==> src/rtl/up_sampler_pkg.sv <==
// Shared types and sizing helpers for the 2x up-sampler.
package up_sampler_pkg;

    typedef enum logic {
        FILL   = 1'b0,
        REPLAY = 1'b1
    } state_t;

    localparam int unsigned DW_DEF = 8;

    // Counter width able to hold every value 0..range.
    function automatic int unsigned cnt_w(input int unsigned range);
        return $clog2(range) + 1;
    endfunction

endpackage

==> src/rtl/up_line_buf.sv <==
// Single-line buffer: simple dual-port RAM with a synchronous read port.
module up_line_buf #(
    parameter int unsigned DEPTH = 400,
    parameter int unsigned DW    = 8,
    parameter int unsigned AW    = 9
) (
    input  logic          clk,
    input  logic          we,
    input  logic [AW-1:0] waddr,
    input  logic [DW-1:0] wdata,
    input  logic          re,
    input  logic [AW-1:0] raddr,
    output logic [DW-1:0] rdata
);

    logic [DW-1:0] mem [DEPTH];

    // Write on accepted input pixel; registered read on replay issue.
    always_ff @(posedge clk) begin
        if (we) mem[waddr] <= wdata;
        if (re) rdata <= mem[raddr];
    end

endmodule

==> src/rtl/up_sampler.sv <==
// 2x pixel/line replicating up-sampler fed from a read-enable/valid FIFO.
// Optional sof/eol markers are built when UPSAMPLE_MARKERS_EN is defined.
module up_sampler
    import up_sampler_pkg::*;
#(
    parameter int unsigned IN_W = 400,
    parameter int unsigned IN_H = 300,
    parameter int unsigned DW   = DW_DEF
) (
    input  logic          clk,
    input  logic          rst,
    output logic          rd_en,
    input  logic          din_valid,
    input  logic [DW-1:0] din,
    output logic          dout_valid,
    input  logic          dout_ready,
    output logic [DW-1:0] dout,
    output logic          sof,
    output logic          eol,
    output logic          frame_done
);

    localparam int unsigned BEATS = 2 * IN_W;
    localparam int unsigned ICW   = cnt_w(IN_W);
    localparam int unsigned OCW   = cnt_w(BEATS);
    localparam int unsigned LCW   = cnt_w(IN_H);
    localparam int unsigned AW    = (IN_W > 1) ? $clog2(IN_W) : 1;

    state_t         state_q, state_d;
    logic [ICW-1:0] in_col;
    logic [OCW-1:0] out_col;
    logic [OCW-1:0] rep_col;
    logic [LCW-1:0] line;
    logic           inflight;
    logic           hold_v;
    logic           hold_ph;
    logic           src_buf;
    logic [DW-1:0]  hold_px;
    logic [DW-1:0]  buf_q;
    logic           fd_q;

    logic accept_c, last_beat_c, load_c, rd_en_c, issue_c;

    assign accept_c    = hold_v & dout_ready;
    assign last_beat_c = accept_c & (out_col == OCW'(BEATS - 1));
    assign load_c      = (state_q == FILL) & inflight & din_valid;

    // State register.
    always_ff @(posedge clk) begin
        if (rst) state_q <= FILL;
        else     state_q <= state_d;
    end

    // Next state plus FIFO request / buffer replay issue.
    always_comb begin
        state_d = state_q;
        rd_en_c = 1'b0;
        issue_c = 1'b0;
        case (state_q)
            FILL: begin
                rd_en_c = !rst & (in_col < ICW'(IN_W)) & !inflight
                        & (!hold_v | (hold_ph & dout_ready));
                if (last_beat_c) state_d = REPLAY;
            end
            REPLAY: begin
                issue_c = (rep_col < OCW'(BEATS)) & (!hold_v | dout_ready);
                if (last_beat_c) state_d = FILL;
            end
            default: state_d = FILL;
        endcase
    end

    // Hold register, counters and frame-done pulse.
    always_ff @(posedge clk) begin
        if (rst) begin
            in_col   <= '0;
            out_col  <= '0;
            rep_col  <= '0;
            line     <= '0;
            inflight <= 1'b0;
            hold_v   <= 1'b0;
            hold_ph  <= 1'b0;
            src_buf  <= 1'b0;
            hold_px  <= '0;
            fd_q     <= 1'b0;
        end else begin
            inflight <= rd_en_c;
            fd_q     <= 1'b0;
            if (load_c) begin
                hold_px <= din;
                hold_v  <= 1'b1;
                hold_ph <= 1'b0;
                src_buf <= 1'b0;
                in_col  <= in_col + ICW'(1);
            end else if (issue_c) begin
                hold_v  <= 1'b1;
                hold_ph <= rep_col[0];
                src_buf <= 1'b1;
                rep_col <= rep_col + OCW'(1);
            end else if (accept_c) begin
                if (state_q == FILL && !hold_ph) hold_ph <= 1'b1;
                else                             hold_v  <= 1'b0;
            end
            if (accept_c) out_col <= last_beat_c ? '0 : out_col + OCW'(1);
            if (last_beat_c && state_q == FILL) in_col <= '0;
            if (last_beat_c && state_q == REPLAY) begin
                rep_col <= '0;
                if (line == LCW'(IN_H - 1)) begin
                    line <= '0;
                    fd_q <= 1'b1;
                end else begin
                    line <= line + LCW'(1);
                end
            end
        end
    end

    up_line_buf #(
        .DEPTH(IN_W),
        .DW   (DW),
        .AW   (AW)
    ) u_line_buf (
        .clk  (clk),
        .we   (load_c),
        .waddr(AW'(in_col)),
        .wdata(din),
        .re   (issue_c),
        .raddr(AW'(rep_col[OCW-1:1])),
        .rdata(buf_q)
    );

`ifdef UPSAMPLE_MARKERS_EN
    logic sof_q, eol_q;

    // Markers follow each new beat and hold with it under stall.
    always_ff @(posedge clk) begin
        if (rst) begin
            sof_q <= 1'b0;
            eol_q <= 1'b0;
        end else if (load_c) begin
            sof_q <= (line == '0) && (out_col == '0);
            eol_q <= 1'b0;
        end else if (issue_c) begin
            sof_q <= 1'b0;
            eol_q <= (rep_col == OCW'(BEATS - 1));
        end else if (accept_c && state_q == FILL && !hold_ph) begin
            sof_q <= 1'b0;
            eol_q <= (out_col == OCW'(BEATS - 2));
        end
    end

    assign sof = sof_q;
    assign eol = eol_q;
`else
    assign sof = 1'b0;
    assign eol = 1'b0;
`endif

    assign rd_en      = rd_en_c;
    assign dout_valid = hold_v;
    assign dout       = src_buf ? buf_q : hold_px;
    assign frame_done = fd_q;

endmodule

==> config.mk <==
export PLATFORM = sky130hd
export DESIGN_NAME = up_sampler
export DESIGN_NICKNAME = d
export VERILOG_FILES = /design/src/rtl/up_sampler_pkg.sv /design/src/rtl/up_line_buf.sv /design/src/rtl/up_sampler.sv
export SDC_FILE = /design/constraint.sdc
export NUM_CORES = 2
export LEC_CHECK = 0
export ABC_AREA = 1
export CAP_MARGIN = 20
export CORE_MARGIN = 1
export CORE_UTILIZATION = 57
export DETAILED_ROUTE_END_ITERATION = 12
export PLACE_DENSITY_LB_ADDON = 0.2
export REMOVE_ABC_BUFFERS = 1
export SKIP_LAST_GASP = 1
export SYNTH_ARGS = -nofsm -noshare
export SYNTH_HDL_FRONTEND = slang
export SYNTH_SLANG_ARGS = --single-unit
==> constraint.sdc <==
create_clock -name clk -period 3.15 [get_ports clk]
set_clock_uncertainty 0.1 [all_clocks]
set_input_delay 0.4725 -clock clk [delete_from_list [all_inputs] [get_ports clk]]
set_output_delay 0.4725 -clock clk [all_outputs]
set_load 0.005 [all_outputs]
Word-level counts from Yosys, hierarchy flattened
Memories as Yosys holds them, arrays and structs flattened. A register that Yosys moved wholly into a read port is not among the register bits.
Index checks and enable logic that the tools add are counted.
{"block": "op_classes", "bitwise_logic": 14, "n_eq_ne": 3, "n_reduce_logical": 17, "mux": 18, "add_sub_neg": 4, "magnitude_cmp": 2}
{"op": "11-bit by 1-bit adder with 11-bit output (second input constant)", "count": 2}
{"op": "10-bit by 1-bit adder with 10-bit output (second input constant)", "count": 2}
{"op": "1-bit two-way mux", "count": 14}
{"op": "11-bit by 10-bit equality test with 1-bit output (second input constant)", "count": 1}
{"op": "11-bit by 10-bit < comparator with 1-bit output (second input constant)", "count": 1}
{"op": "11-bit two-way mux", "count": 1}
{"op": "10-bit by 9-bit equality test with 1-bit output (second input constant)", "count": 1}
{"op": "10-bit by 9-bit < comparator with 1-bit output (second input constant)", "count": 1}
{"op": "10-bit two-way mux", "count": 1}
{"op": "1-bit bitwise AND", "count": 9}
{"op": "8-bit two-way mux", "count": 1}
{"op": "2-bit OR reduction", "count": 4}
{"op": "2-bit AND reduction", "count": 3}
{"op": "1-bit logical NOT", "count": 4}
{"op": "2-bit nonzero test", "count": 2}
{"op": "1-bit logical AND", "count": 3}
{"op": "3-bit inequality test (second input constant)", "count": 1}
{"op": "1-bit inverter", "count": 3}
{"op": "3-bit nonzero test", "count": 1}
{"op": "1-bit OR", "count": 2}
{"op": "1-bit case mux with 2 select lines", "count": 1}
{"block": "totals", "mem_bits_rw": 3200, "n_memories": 1, "out_inout_bits": 13, "elab_cells": 70, "regBits": 56}
{"name": "u_line_buf.mem", "words": 400, "word_bits": 8, "read_ports": 1, "rd_ports_with_merged_regs": 1, "write_ports": 1, "line": "up_line_buf.sv:16", "source": "logic [DW-1:0] mem [DEPTH];"}

Depth between registers and ports, before layout
{"block": "logic_depth", "word_depth": 6, "depth_mapped": 24, "mapped_depth_nobuf": 19}

Modules after synthesis
A second synthesis with hierarchy kept.
{"block": "hier_totals", "cells_unflattened": 11246, "area_unflattened_um2": 132962.5}
{"module": "up_line_buf", "cells_each": 10847, "n_inst": 1, "area_per_inst_um2": 130176.1, "seq_area_each_um2": 96332.4}
{"module": "up_sampler", "cells_each": 399, "n_inst": 1, "area_per_inst_um2": 2786.4, "seq_area_each_um2": 1121.1}

Worst setup path before layout
No wires, ideal clock.
{"block": "synth_path", "kind": "input-to-reg", "from": "input dout_ready", "to": "register line[9]", "n_path_buf": 0, "cell_stages": 18, "path_slack_ns": 0.356, "setup_time_ns": 0.058, "t_arrival_ns": 2.637, "required_time_ns": 2.992, "path_cell_list": "nand2_1 -> inv_1 -> nand2_1 -> nor2_1 -> inv_1 -> nor2_1 -> nand4_1 -> inv_1 -> ha_1 -> inv_1 -> nor4_1 -> nand2_1 -> nor2_1 -> nand2_1 -> nor3_1 -> nand2_1 -> a21oi_1 -> o21a_1"}
{"block": "synth_via", "elab_chain_len": 3}
{"element": "start: declaration", "line": "up_sampler.sv:16", "source": "input logic dout_ready,"}
{"element": "1-bit bitwise AND", "line": "up_sampler.sv:44", "source": "assign accept_c = hold_v & dout_ready;"}
{"element": "1-bit bitwise AND", "line": "up_sampler.sv:45", "source": "assign last_beat_c = accept_c & (out_col == OCW'(BEATS - 1));"}
{"element": "1-bit logical AND", "line": "up_sampler.sv:106", "source": "if (last_beat_c && state_q == REPLAY) begin"}
{"element": "end signal: assignment", "line": "up_sampler.sv:112", "source": "line <= line + LCW'(1);"}
{"element": "end: declaration", "line": "up_sampler.sv:33", "source": "logic [LCW-1:0] line;"}
Every way passes these cells.
A chain may end at the register's enable or synchronous reset.

Worst setup path after layout
{"block": "layout_path", "from": "register in_col[8]", "to": "output rd_en"}
{"block": "layout_via", "elab_chain_len": 5}
{"element": "start: declaration", "line": "up_sampler.sv:30", "source": "logic [ICW-1:0] in_col;"}
{"element": "start signal: assignment", "line": "up_sampler.sv:94", "source": "in_col <= in_col + ICW'(1);"}
{"element": "10-bit by 9-bit < comparator with 1-bit output", "line": "up_sampler.sv:61", "source": "rd_en_c = !rst & (in_col < ICW'(IN_W)) & !inflight"}
{"element": "1-bit bitwise AND (2 in series)", "line": "up_sampler.sv:61"}
{"element": "1-bit bitwise AND", "line": "up_sampler.sv:62", "source": "& (!hold_v | (hold_ph & dout_ready));"}
{"element": "1-bit two-way mux", "line": "up_sampler.sv:59", "source": "case (state_q)"}
{"element": "end: declaration", "line": "up_sampler.sv:12", "source": "output logic rd_en,"}
Every way passes these cells.

==> metrics.cfg <==
[run_status]
status = finished, final reports clean

[clocking]
htreeDepth = 5
tritoncts = built
clk_latency_ps = 960
cts.sinks = 3264
numCtsBuffers = 341
cts_buffer_depth = 4
clk_pin_slew_ps = 60
cts-root-buf = clkbuf_16

[die]
ios = 25
rows = 178
die-area_um2 = 239400
start_util = 0.5744
coreArea_um2 = 235600
die_w_um = 489.3
die_h_um = 489.3

[min_path]
min_path_type = input port to flop

[synthesis]
synth-simple-area-share = 0.1707
yosys.area.top_type = edfxtp_1
synthXorXnorAreaFrac = 0
synth_adder_area_share = 0.0008320
synth_compound_area_frac = 0.06256
ys_seq_elements = 3264
synthTopCellsByArea = edfxtp_1, nand2_1, nor2_1, o21ai_0, nand3_1
synth_cell_types = 34
muxShareOfSynthArea = 0
synth_top_area_frac = 0.7117
syn_inst = 12120
synth_top_family_by_area = simple AND/OR/NAND/NOR gates
syn_area_per_cell_um2 = 11.16
syn_area_um2 = 135300
seq_area_frac_synth = 0.7200
ys_warn_count = 0

[global_routing]
grt_pass1_wl_mm = 551.6
grt_pass1_vias = 90240
grt_max_degree = 107
grt_usage = 0.3092
overflow = 0
antenna_found_initial = 8

[layout]
drive_gt1_frac = 0.1109
final_common_cell = edfxtp_1
final_nets = 12680
synthToLayoutAreaGrowth_pct = 15.02
layout_common_cells = edfxtp_1, nand2_1, nor2_1
fillers = 17380

[worst_setup_path]
crit_end = rd_en
critPathKind = flop to output port
r2r-start = rep_col[2]
end_kind = output port
cp-start-kind = flop
worstPathRequired_ps = 2580
worstRegToRegCells = 18
crit_slowest_cell = clkdlybuf4s50_1
path_max_fanout = 5
critPathLaunch = in_col[8]
cpMostUsedCell = nor4_1
r2r_end = u_line_buf.rdata[6]
worstPathCellList = inv_1 -> nor4_1 -> buf_4 -> nor4_1 -> clkdlybuf4s50_1
worst_path_largest_cell_delay_ps = 460
crit_arrival_ps = 2500
r2r_setup_slack_ps = 80

[drt]
wl_per_cell_um = 23.22
drc = 0
firstDrtPassIters = 6
antenna_left = 0
vias = 93280
via_per_inst = 5.807
routed_wl_mm = 373.0
drt-initial-drc-count = 11150

[timing]
max_freq_mhz = 325.4
setup_viol = 0
hold_violations = 0
rsz0062_at_grt = yes
post-route-period-util = 0.9755
worst_pin_slew_ps = 968.7
whs_ps = 141.3
fin_ws_ps = 77.31
final_max_slew_viol_count = 0
final.setup.tns_ps = 0
finalCriticalPeriod_ps = 3073
relSlewSlack = 0.3526

[power]
cellInternalPower_mw = 70.36
seqPwrFrac = 0.545
p_leak_nw = 57.99
p_comb_frac = 0.014
clockPowerShare = 0.442
ir_worst_vdd_mv = 0.6052
p_sw_mw = 17.21
power_density_nw_per_um2 = 562.5
netSwitchingFraction = 0.1965

[place]
place_congestion = 0.9156
portBuffers = 22
post-dp-hpwl_mm = 224.4
dp_slack_ps = -472.8

[flow_run]
drv_cap = 0

## logic make-up after synthesis
logic type / Yosys count
other cells: 1
compound gates: 1563
flops: 3264
fa+ha+maj: 9
buf+inv: 1436
simple gates: 5850
## power by group through the flow
stage / sequential, mW / combinational (mW) / clock, mW
finish: 47.7 / 1.21 / 38.7
CTS: 47.7 / 1.20 / 38.9
global route: 47.7 / 1.26 / 40.5
detailed placement: 48.6 / 1.19 / 0
floorplan: 48.6 / 0.0983 / 0
global placement: 48.6 / 1.16 / 0
## synth_stat cells
cell	number
clkbuf_1	324
or2_2	24
buf_4	77
and3_1	1
nand2_1	2745
nor3_1	14
buf_6	30
conb_1	1
a2111oi_0	1
clkinv_1	16
dfxtp_1	56
nand4_1	8
nor4_1	5
o21ai_0	1037
ha_1	9
o21a_1	2
a211oi_1	3
o21ai_1	54
inv_2	4
nand3_1	815
a21oi_1	180
nor3b_1	3
o221ai_1	15
o31ai_1	1
buf_1	85
o211ai_1	185
inv_1	676
buf_2	222
nor2_2	1
edfxtp_1	3208
nor2_1	2234
buf_8	2
o22ai_1	78
a31oi_1	7
## worst min path at each step
| stage | start | to | slack (ps) | cells past startpoint |
|---|---|---|---|---|
| 2_1_floorplan | rep_col[10] | rep_col[10] | 310 | 2 |
| 3_3_place_gp | rep_col[10] | rep_col[10] | 330 | 2 |
| 3_5_place_dp | rep_col[10] | rep_col[10] | 330 | 2 |
| 4_1_cts | rst | state_q | 100 | 3 |
| 5_1_grt | rst | inflight | 130 | 4 |
| 6_report | rst | state_q | 140 | 3 |
## critical path: cells and delay by family (launching register included)
kind | cells | cell delay, ps
buffers and inverters | 3 | 800
flip-flops | 1 | 410
AND/OR/NAND/NOR | 2 | 360
## stage by stage
stage	total power [mW]	util	area [µm²]	instances
finish	87.57	0.6607	155700	16060
global route	89.43	0.6607	155700	16060
CTS	87.82	0.6598	155500	16060
detailed placement	49.79	0.6146	144800	15450
global placement	49.76	0.6146	144800	15450
floorplan	48.72	-	131800	11380
## layer usage
metal | track usage | share of wire
met1 | 0.4134 | 0.39
met2 | 0.5001 | 0.47
met3 | 0.04929 | 0.091
met4 | 0.1427 | 0.048
met5 | 0 | 0
## repair_timing
action                                  in CTS  in global routing
buffers inserted                             0                  3
endpoints found under the setup margin       1                  7
hold endpoints to repair                   313                  0
hold buffers                                 8                  0
gates resized for setup                      1                 16
gates cloned                                 0                  3
## final cells by class
class	count	area [µm²]	area share
Multi-Input combinational cell	7424	31860	0.2046
Timing Repair Buffer	932	9165	0.05887
Clock inverter	171	1592	0.01022
Antenna cell	3	7.507	0.00004822
Clock buffer	424	8990	0.05775
Inverter	696	2656	0.01706
Sequential cell	3264	97470	0.6261
Tap cell	3150	3941	0.02532
## state kept, by name, indices dropped and copies added, names as in the netlist, 8 cells and up
name	flops
out_col	11
in_col	10
hold_px	8
u_line_buf.rdata	8
rep_col	11
line	10
u_line_buf.mem	3200
(Power assumes the default switching activity.)
